**src/rtl/mem_stage_lsu_pkg.sv**
```systemverilog
// mem_stage_lsu_pkg: shared constants, FSM encoding and lane helpers for the
// memory-stage load/store unit.
package mem_stage_lsu_pkg;

  localparam logic [2:0] F3_B  = 3'b000;
  localparam logic [2:0] F3_H  = 3'b001;
  localparam logic [2:0] F3_W  = 3'b010;
  localparam logic [2:0] F3_BU = 3'b100;
  localparam logic [2:0] F3_HU = 3'b101;

  localparam int BE_W = 4;

  typedef enum logic [1:0] {
    LSU_IDLE = 2'd0,
    LSU_REQ  = 2'd1,
    LSU_DONE = 2'd2
  } lsu_state_t;

  // funct3[1:0] gives the access size for both loads and stores:
  // 00 byte, 01 half, anything else is treated as a full word.
  function automatic logic is_misaligned(input logic [2:0] f3, input logic [1:0] off);
    logic mis;
    case (f3[1:0])
      2'b00:   mis = 1'b0;
      2'b01:   mis = off[0];
      default: mis = (off != 2'b00);
    endcase
    return mis;
  endfunction

  function automatic logic [BE_W-1:0] lane_be(input logic [2:0] f3, input logic [1:0] off);
    logic [BE_W-1:0] be;
    case (f3[1:0])
      2'b00:   be = 4'b0001 << off;
      2'b01:   be = 4'b0011 << off;
      default: be = 4'b1111;
    endcase
    return be;
  endfunction

  // Replicating the narrow datum across the word puts it on every lane, so
  // the byte enables alone select where it lands.
  function automatic logic [31:0] lane_wdata(input logic [2:0] f3, input logic [31:0] data);
    logic [31:0] wd;
    case (f3[1:0])
      2'b00:   wd = {4{data[7:0]}};
      2'b01:   wd = {2{data[15:0]}};
      default: wd = data;
    endcase
    return wd;
  endfunction

endpackage

```
**src/rtl/mem_stage_lsu_if.sv**
```systemverilog
// mem_stage_lsu_if: data-memory request/acknowledge bus between the LSU
// (master) and a variable-latency data memory (slave).
interface mem_stage_lsu_if;
  import mem_stage_lsu_pkg::*;

  logic            dmem_req;
  logic            dmem_we;
  logic [31:0]     dmem_addr;
  logic [BE_W-1:0] dmem_be;
  logic [31:0]     dmem_wdata;
  logic [31:0]     dmem_rdata;
  logic            dmem_ack;

  modport master (
    output dmem_req, dmem_we, dmem_addr, dmem_be, dmem_wdata,
    input  dmem_rdata, dmem_ack
  );

  modport slave (
    input  dmem_req, dmem_we, dmem_addr, dmem_be, dmem_wdata,
    output dmem_rdata, dmem_ack
  );
endinterface

```
**src/rtl/mem_stage_lsu_load_align.sv**
```systemverilog
// lsu_load_align: selects the addressed lane of a memory read word and
// sign- or zero-extends it according to the load funct3. Purely
// combinational so a future cache read path can share it.
module lsu_load_align
  import mem_stage_lsu_pkg::*;
(
  input  logic [31:0] i_rdata,
  input  logic [1:0]  i_off,
  input  logic [2:0]  i_funct3,
  output logic [31:0] o_data
);

  logic [31:0] w_shifted;

  assign w_shifted = i_rdata >> {i_off, 3'b000};

  // Pick the addressed lane and widen it for the load type; unknown codes load a word
  always_comb begin
    o_data = i_rdata;
    case (i_funct3)
      F3_B:    o_data = {{24{w_shifted[7]}}, w_shifted[7:0]};
      F3_BU:   o_data = {24'd0, w_shifted[7:0]};
      F3_H:    o_data = {{16{w_shifted[15]}}, w_shifted[15:0]};
      F3_HU:   o_data = {16'd0, w_shifted[15:0]};
      F3_W:    o_data = i_rdata;
      default: o_data = i_rdata;
    endcase
  end

endmodule

```
**src/rtl/mem_stage_lsu.sv**
```systemverilog
// mem_stage_lsu: memory-stage load/store unit. Issues one registered request
// per legal access on the data-memory bus, stalls the pipeline until the
// acknowledge (or a timeout abort) and returns the extended load result.
// Optional build macro: LSU_MISALIGN_EXC_EN adds the MisalignM trap pulse.
module mem_stage_lsu
  import mem_stage_lsu_pkg::*;
#(
  parameter int TIMEOUT_CYCLES = 64
) (
  input  logic        clk,
  input  logic        reset,
  input  logic        MemReadM,
  input  logic        MemWriteM,
  input  logic [2:0]  Funct3M,
  input  logic [31:0] ALUResultM,
  input  logic [31:0] WriteDataM,
  output logic [31:0] ReadDataM,
  output logic        StallM,
  output logic        BusErrM,
`ifdef LSU_MISALIGN_EXC_EN
  output logic        MisalignM,
`endif
  mem_stage_lsu_if.master dmem
);

  localparam bit          TO_EN   = (TIMEOUT_CYCLES != 0);
  localparam logic [31:0] TO_LAST = TO_EN ? 32'(TIMEOUT_CYCLES - 1) : 32'd0;

  lsu_state_t      r_state;
  lsu_state_t      w_nextState;
  logic            r_req;
  logic            r_we;
  logic [31:0]     r_addr;
  logic [BE_W-1:0] r_be;
  logic [31:0]     r_wdata;
  logic [2:0]      r_funct3;
  logic [1:0]      r_off;
  logic [31:0]     r_cnt;
  logic [31:0]     r_readData;
  logic            r_busErr;

  logic            w_access;
  logic            w_misaligned;
  logic            w_start;
  logic            w_misHit;
  logic            w_timeout;
  logic            w_stall;
  logic [31:0]     w_loadData;

  assign w_access     = MemReadM | MemWriteM;
  assign w_misaligned = is_misaligned(Funct3M, ALUResultM[1:0]);

  lsu_load_align u_align (
    .i_rdata  (dmem.dmem_rdata),
    .i_off    (r_off),
    .i_funct3 (r_funct3),
    .o_data   (w_loadData)
  );

  // Next-state decode plus the combinational stall seen by the hazard unit
  always_comb begin
    w_nextState = r_state;
    w_stall     = 1'b0;
    w_start     = 1'b0;
    w_misHit    = 1'b0;
    w_timeout   = 1'b0;
    case (r_state)
      LSU_IDLE: begin
        if (w_access) begin
          if (w_misaligned) begin
            w_misHit = 1'b1;
          end else begin
            w_start     = 1'b1;
            w_stall     = ~reset;
            w_nextState = LSU_REQ;
          end
        end
      end
      LSU_REQ: begin
        w_stall = 1'b1;
        if (dmem.dmem_ack) begin
          w_nextState = LSU_DONE;
        end else if (TO_EN && (r_cnt == TO_LAST)) begin
          w_timeout   = 1'b1;
          w_nextState = LSU_DONE;
        end
      end
      LSU_DONE: w_nextState = LSU_IDLE;
      default:  w_nextState = LSU_IDLE;
    endcase
  end

  // State register; reset abandons any outstanding access immediately
  always_ff @(posedge clk or posedge reset) begin
    if (reset) r_state <= LSU_IDLE;
    else       r_state <= w_nextState;
  end

  // Request fields, wait counter and load result, updated per FSM phase
  always_ff @(posedge clk or posedge reset) begin
    if (reset) begin
      r_req      <= 1'b0;
      r_we       <= 1'b0;
      r_addr     <= 32'd0;
      r_be       <= '0;
      r_wdata    <= 32'd0;
      r_funct3   <= 3'd0;
      r_off      <= 2'd0;
      r_cnt      <= 32'd0;
      r_readData <= 32'd0;
      r_busErr   <= 1'b0;
    end else begin
      r_busErr <= 1'b0;
      case (r_state)
        LSU_IDLE: begin
          if (w_start) begin
            r_req    <= 1'b1;
            r_we     <= MemWriteM;
            r_addr   <= {ALUResultM[31:2], 2'b00};
            r_be     <= lane_be(Funct3M, ALUResultM[1:0]);
            r_wdata  <= lane_wdata(Funct3M, WriteDataM);
            r_funct3 <= Funct3M;
            r_off    <= ALUResultM[1:0];
            r_cnt    <= 32'd0;
          end else if (w_misHit) begin
            r_readData <= 32'd0;
          end
        end
        LSU_REQ: begin
          r_cnt <= r_cnt + 32'd1;
          if (dmem.dmem_ack) begin
            r_req <= 1'b0;
            r_we  <= 1'b0;
            if (!r_we) r_readData <= w_loadData;
          end else if (w_timeout) begin
            r_req      <= 1'b0;
            r_we       <= 1'b0;
            r_readData <= 32'd0;
            r_busErr   <= 1'b1;
          end
        end
        LSU_DONE: r_cnt <= 32'd0;
        default:  r_cnt <= 32'd0;
      endcase
    end
  end

`ifdef LSU_MISALIGN_EXC_EN
  logic r_misalign;

  // One-cycle trap pulse for a misaligned access seen while idle
  always_ff @(posedge clk or posedge reset) begin
    if (reset) r_misalign <= 1'b0;
    else       r_misalign <= w_misHit;
  end

  assign MisalignM = r_misalign;
`endif

  assign dmem.dmem_req   = r_req;
  assign dmem.dmem_we    = r_we;
  assign dmem.dmem_addr  = r_addr;
  assign dmem.dmem_be    = r_be;
  assign dmem.dmem_wdata = r_wdata;

  assign ReadDataM = r_readData;
  assign StallM    = w_stall;
  assign BusErrM   = r_busErr;

endmodule
```
**src/flat_wrapper.sv**
```systemverilog
// flat-port wrapper written by rule: the top's interface ports become plain ports
module mem_stage_lsu_flat import mem_stage_lsu_pkg::*;
#(
  parameter int TIMEOUT_CYCLES = 64
)
  (clk, reset, MemReadM, MemWriteM, Funct3M, ALUResultM, WriteDataM, ReadDataM, StallM, BusErrM, dmem_dmem_req, dmem_dmem_we, dmem_dmem_addr, dmem_dmem_be, dmem_dmem_wdata, dmem_dmem_rdata, dmem_dmem_ack);
  mem_stage_lsu_if dmem_i ();
  input  logic clk;
  input  logic reset;
  input  logic MemReadM;
  input  logic MemWriteM;
  input  logic [2:0] Funct3M;
  input  logic [31:0] ALUResultM;
  input  logic [31:0] WriteDataM;
  output logic [31:0] ReadDataM;
  output logic StallM;
  output logic BusErrM;
  output wire logic [$bits(dmem_i.dmem_req)-1:0] dmem_dmem_req;
  output wire logic [$bits(dmem_i.dmem_we)-1:0] dmem_dmem_we;
  output wire logic [$bits(dmem_i.dmem_addr)-1:0] dmem_dmem_addr;
  output wire logic [$bits(dmem_i.dmem_be)-1:0] dmem_dmem_be;
  output wire logic [$bits(dmem_i.dmem_wdata)-1:0] dmem_dmem_wdata;
  input wire logic [$bits(dmem_i.dmem_rdata)-1:0] dmem_dmem_rdata;
  input wire logic [$bits(dmem_i.dmem_ack)-1:0] dmem_dmem_ack;
  assign dmem_dmem_req = dmem_i.dmem_req;
  assign dmem_dmem_we = dmem_i.dmem_we;
  assign dmem_dmem_addr = dmem_i.dmem_addr;
  assign dmem_dmem_be = dmem_i.dmem_be;
  assign dmem_dmem_wdata = dmem_i.dmem_wdata;
  assign dmem_i.dmem_rdata = dmem_dmem_rdata;
  assign dmem_i.dmem_ack = dmem_dmem_ack;
  mem_stage_lsu #(.TIMEOUT_CYCLES(TIMEOUT_CYCLES)) u_core (.clk(clk), .reset(reset), .MemReadM(MemReadM), .MemWriteM(MemWriteM), .Funct3M(Funct3M), .ALUResultM(ALUResultM), .WriteDataM(WriteDataM), .ReadDataM(ReadDataM), .StallM(StallM), .BusErrM(BusErrM), .dmem(dmem_i));
endmodule
```
**config.mk**
```make
export PLATFORM = sky130hd
export DESIGN_NAME = mem_stage_lsu_flat
export DESIGN_NICKNAME = d
export VERILOG_FILES = /design/src/rtl/mem_stage_lsu_pkg.sv /design/src/rtl/mem_stage_lsu_if.sv /design/src/rtl/mem_stage_lsu_load_align.sv /design/src/rtl/mem_stage_lsu.sv /design/src/flat_wrapper.sv
export SDC_FILE = /design/constraint.sdc
export NUM_CORES = 1
export LEC_CHECK = 0
export ABC_AREA = 1
export BUFFER_PORTS_ARGS = -buffer_cell sky130_fd_sc_hd__buf_2
export CORE_UTILIZATION = 45
export DETAILED_ROUTE_END_ITERATION = 8
export PLACE_DENSITY_LB_ADDON = 0.15
export SYNTH_ARGS = -nofsm -noshare
export SYNTH_HDL_FRONTEND = slang
export SYNTH_SLANG_ARGS = --single-unit
```
**constraint.sdc**
```tcl
create_clock -name clk -period 5.2 [get_ports clk]
set_input_delay 1.04 -clock clk [delete_from_list [all_inputs] [get_ports clk]]
set_output_delay 1.04 -clock clk [all_outputs]
set_load 0.01 [all_outputs]
```
# Yosys cells after proc, flatten, opt, wreduce, memory -nomap -nowiden
# Index checks and enable logic that the tools add are counted.
[word_totals] register_bits=140 inputBits=104 out_inout_bits=104
[op_classes] addsub=1 eq_ne=14 shift=3 n_mux=38 n_bitwise=2 reduce_logical=9
[ops] cell="$mux W32" n=6
[ops] cell="$pmux W32 S2" n=3
[ops] cell="$pmux W32 S4" n=1
[ops] cell="$add A32 B1 Y32 const B" n=1
[ops] cell="$eq A32 B6 Y1 const B" n=1
[ops] cell="$shr A32 B5 Y16" n=1
[ops] cell="$mux W1" n=18
[ops] cell="$mux W2" n=4
[ops] cell="$pmux W1 S2" n=4
[ops] cell="$pmux W4 S2" n=1
[ops] cell="$eq A3 B3 Y1 const B" n=2
[ops] cell="$ne A2 B1 Y1 const B" n=3
[ops] cell="$ne A3 B2 Y1 const B" n=2
[ops] cell="$reduce_and A3 Y1" n=2
[ops] cell="$reduce_and A5 Y1" n=1
[ops] cell="$eq A2 B1 Y1 const B" n=2
[ops] cell="$logic_not A2 Y1" n=2
[ops] cell="$ne A2 B2 Y1 const B" n=2
[ops] cell="$pmux W2 S2" n=1
[ops] cell="$reduce_bool A2 Y1" n=2
[ops] cell="$shl A1 B2 Y4 const A" n=1
[ops] cell="$shl A2 B2 Y4 const A" n=1
[ops] cell="$eq A3 B1 Y1 const B" n=1
[ops] cell="$logic_not A3 Y1" n=1
[ops] cell="other kinds (4)" n=4

# Logic depth before layout (Yosys ltp)
[logic_depth] word_depth=8 mapped_depth=12 depth_no_buf=10

# Cells and area by module
# Synthesis repeated with hierarchy kept, for this count alone.
[unflattened] cells_unflattened=1133 area_unflattened_um2=7767.4
[modules_own_cells] module="mem_stage_lsu" instances=1 cells_each=939 area_each_um2=6889.1 seq_area_each_um2=3503.4
[modules_own_cells] module="lsu_load_align" instances=1 cells_each=194 area_each_um2=878.3 seq_area_each_um2=0.0

# Worst setup path before layout
# No wires, ideal clock.
[synth_path] kind="input to output" startpoint="in ALUResultM[0]" endpoint="out StallM" t_arrival_ns=1.718 required_ns=4.160 setup_slack_ns=2.442 stages=5 path_buffers=0 cell_sequence="inv_1 -> nand2_1 -> nand2_1 -> nand3_1 -> o31ai_1"
[synth_between] elab_chain_len=5
[synth_lines] element="start, declared" line="flat_wrapper.sv:13" rtl="input logic [31:0] ALUResultM;"
[synth_lines] element="$reduce_bool A2 Y1" line="mem_stage_lsu_pkg.sv:26" rtl="default: mis = (off != 2'b00);"
[synth_lines] element="$pmux W1 S2 *" line="mem_stage_lsu_pkg.sv:23" rtl="case (f3[1:0])"
[synth_lines] element="$mux W1 *" line="mem_stage_lsu.sv:70" rtl="if (w_misaligned) begin"
[synth_lines] element="$mux W1 *" line="mem_stage_lsu.sv:69" rtl="if (w_access) begin"
[synth_lines] element="$pmux W1 S2 *" line="mem_stage_lsu.sv:67" rtl="case (r_state)"
[synth_lines] element="end, declared" line="flat_wrapper.sv:16" rtl="output logic StallM;"
# Mark *: on every way between the ends. The rest lies on a longest branch, timed or not.

# Final worst setup path
[layout_path] startpoint="in Funct3M[1]" endpoint="out StallM"
[layout_between] elab_chain_len=5 elab_cells_between_ends=6 cone_classes="eq/ne: 1; mux: 4; reduce/logical: 1"
[layout_lines] element="start, declared" line="flat_wrapper.sv:12" rtl="input logic [2:0] Funct3M;"
[layout_lines] element="$eq A2 B1 Y1 or $logic_not A2 Y1 (tied branches)" line="mem_stage_lsu_pkg.sv:23"
[layout_lines] element="$pmux W1 S2 *" line="mem_stage_lsu_pkg.sv:23"
[layout_lines] element="$mux W1 *" line="mem_stage_lsu.sv:70"
[layout_lines] element="$mux W1 *" line="mem_stage_lsu.sv:69"
[layout_lines] element="$pmux W1 S2 *" line="mem_stage_lsu.sv:67"
# Marked as above.

==> run_results.csv <==
group,metric,value,unit
worst_setup_path,cp_slowest_cell,"buf_2",
power_and_ir_drop,p_int,2.782,mW
global_route,grt_max_degree,106,
power_and_ir_drop,ir_drop,0.2699,mV
worst_setup_path,critPathArrivalTime,2.40,ns
drt,dr.first_iter.drc_count,528,
place,port_buffers,205,
sta,finalSetupViolations,0,
worst_setup_path,crit_path_frequent_cell,"buf_2",
worst_setup_path,rr_worst_depth,10,
yosys,synthesis.area,0.007335,mm2
drt,wl_per_cell,14.42,um
floorplan,num_rows,46,
yosys,ys_warn_count,0,
sta,rsz0062_at_grt,"false",
global_route,grt_pass1_vias,6757,
sta,setup_ws,1.756,ns
worst_setup_path,r2r_setup_slack,2.67,ns
worst_setup_path,r2r-start,"u_core.r_off[0]",
sta,finalHoldViolCount,0,
global_route,grt_antenna_before_repair,1,
global_route,grt_remaining_overflow,0,
sta,maxSlewHeadroom,33.70,%
worst_setup_path,start_kind,"input pin",
power_and_ir_drop,switching_power,1.990,mW
hold_path,whs_path_depth,2,
sta,tightestPinTransition,0.9930,ns
clock_network,clk_latency,0.43,ns
clock_network,cts_tree,"yes",
clock_network,numCtsBuffers,17,
sta,slew_viol_final,0,
place,place_ws,1.728,ns
clock_network,hold_buffers,0,
drt,vias,7250,
sta,fin_hold_ws,0.4653,ns
global_route,track_usage,26.14,%
drt,ant_nets,0,
floorplan,initial_core_util,46.17,%
power_and_ir_drop,powerDensity,529.9,mW/mm2
power_and_ir_drop,p_leak,4.884,nW
place,gp_congestion,0.9079,
yosys,ys_seq_area_share,47.77,%
yosys,ys_ff_latch,140,
cells_and_area,layout_commonest_cell,"nand2_1",
hold_path,hp-class,"flip-flop to flip-flop",
worst_setup_path,end_kind,"output pin",
power_and_ir_drop,swShare,41.71,%
floorplan,io_pins,208,
drt,avgViaCountPerCell,5.066,
power_and_ir_drop,power,4.772,mW
worst_setup_path,setup.worst_path.class,"input pin to output pin",
worst_setup_path,crit_chain,"buf_2 -> nor2_8 -> nand2_4 -> nand3_1 -> o31ai_1 -> buf_2",
yosys,ys_types,34,
floorplan,dieArea,0.01681,mm2
cells_and_area,drive_gt1_share,21.42,%
clock_network,cts.clk_slew.worst_paths,0.06,ns
power_and_ir_drop,clkPwrFrac,24.6,%
clock_network,htree_levels,4,
cells_and_area,design_area,0.009006,mm2
clock_network,cts.sinks,140,
flow_run,maxCapViolCount,0,
worst_setup_path,r2r_end,"u_core.ReadDataM[19]",
clock_network,clk_root_buffer_cell,"clkbuf_16",
drt,drt_wl_total,20630,um
sta,fin_skew,0.01232,ns
cells_and_area,stdcell_count,1431,
place,dp_cells,1398,
place,placed_area,0.008437,mm2
clock_network,cts_setup_buffers,0,
sta,fmaxAchievable,290.4,MHz
floorplan,core_area,0.01589,mm2
power_and_ir_drop,combPwrFrac,38.3,%
status,status,"finished, final reports clean",
hold_path,min_from,"u_core.ReadDataM[10]",
yosys,syn_inst,1013,
power_and_ir_drop,pwr-share-seq,37.1,%
cells_and_area,final_cell_mix,"nand2_1, buf_2, dfrtp_1",
cells_and_area,fin_nets,1306,
global_route,grt_pass1_wl,33910,um
floorplan,die_y,129.7,um
drt,firstDrtPassIters,5,
worst_setup_path,worstPathRequired,4.16,ns
sta,finalCritPeriodShare,66.22,%
cells_and_area,syn2layout_area_growth,22.79,%
cells_and_area,final_util,56.69,%
floorplan,die_w,129.7,um
clock_network,clock_path_buffers,2,
clock_network,post_cts_resized,0,
drt,drc,0,
place,hpwl,14800,um
worst_setup_path,crit_fanout,30,
yosys,syn_avg_cell_area,7.240,um2
sta,fin_crit,3.444,ns
worst_setup_path,slowest_delay,0.46,ns
hold_path,hold_end,"u_core.ReadDataM[10]",
sta,fin_tns_setup,0,ns
[cell families after synthesis]
logic type,Yosys count,share of synthesized area [%]
and+or+nand+nor,623,34.39
DFF,140,47.77
AOI/OAI and AO/OA,128,10.03
buffers and inverters,113,6.755
xor gates and xnor gates,7,0.8359
adders and majority gates,1,0.1706
other,1,0.05113
[cell usage after synthesis]
master	number	area share, %
nand2_2	7	0.60
buf_6	3	0.46
nand3_1	78	5.3
o21ai_4	1	0.22
o21a_1	5	0.51
clkinv_1	2	0.10
ha_1	1	0.17
clkbuf_1	15	0.77
inv_1	67	3.4
o21ai_0	63	4.3
nand2_4	2	0.31
nor4_1	2	0.17
buf_2	12	0.82
o31ai_1	1	0.10
a21oi_4	1	0.22
nand2_1	427	22
o211ai_1	1	0.10
nor2_1	91	4.7
nor2_8	1	0.27
inv_2	5	0.26
a32o_1	1	0.14
a2bb2oi_1	8	0.96
or2_2	1	0.085
nor2_2	2	0.17
o21ai_1	2	0.14
xor2_1	7	0.84
o22ai_1	12	1.0
nand4_1	8	0.68
conb_1	1	0.051
a21o_1	2	0.20
nor3_1	4	0.27
a21oi_1	31	2.1
dfrtp_1	140	48
buf_4	9	0.92
[critical path: cells and delay by family]
| kind | cells | cell delay, ns |
|---|---|---|
| and+or+nand+nor | 3 | 0.34 |
| AOI/OAI and AO/OA | 1 | 0.33 |
| buffers and inverters | 2 | 0.68 |
[metal layers]
metal  wire length (um)  vias up  global-route usage, %
met1               9303     3347                  35.68
met4                282        0                  8.003
met2               9372      271                  39.98
met5                  0        -                      0
met3               1672       27                  7.845
li1                   -     3605                      -
[worst max-delay path by stage]
stage | startpoint | endpoint | slack (ns) | cells after the start
CTS | Funct3M[1] | StallM | 1.73 | 6
global route | Funct3M[1] | StallM | 1.60 | 6
global placement | Funct3M[1] | StallM | 1.71 | 6
floorplan | reset | u_core.BusErrM | 0.41 | 1
finish | Funct3M[1] | StallM | 1.76 | 6
detailed placement | Funct3M[1] | StallM | 1.73 | 6
[layout make-up]
cell class	instances	area [um2]
inverters	74	282.8
multi-input cells	761	3339
flip-flops and latches	140	3503
diodes	1	2.502
well taps	216	270.3
clock inverters	14	127.6
clock buffers	18	439.2
repair buffers	207	1041
fillers	1575	6879
[power by group through the flow]
stage,clock (mW),sequential (mW),combinational [mW]
global route,1.24,1.82,2.07
global placement,0,1.78,1.81
finish,1.18,1.77,1.83
floorplan,0,1.89,1.07
detailed placement,0,1.77,1.85
CTS,1.19,1.77,1.84
[registers in the layout, indices dropped and copies added (netlist names)]
register / count
u_core.r_funct3: 3
u_core.ReadDataM: 32
u_core.r_state: 2
u_core.r_off: 2
u_core.dmem.dmem_we: 1
u_core.dmem.dmem_req: 1
u_core.BusErrM: 1
u_core.r_cnt: 32
u_core.dmem.dmem_wdata: 32
u_core.dmem.dmem_be: 4
u_core.dmem.dmem_addr: 30
Power figures use the tool's default switching activity.
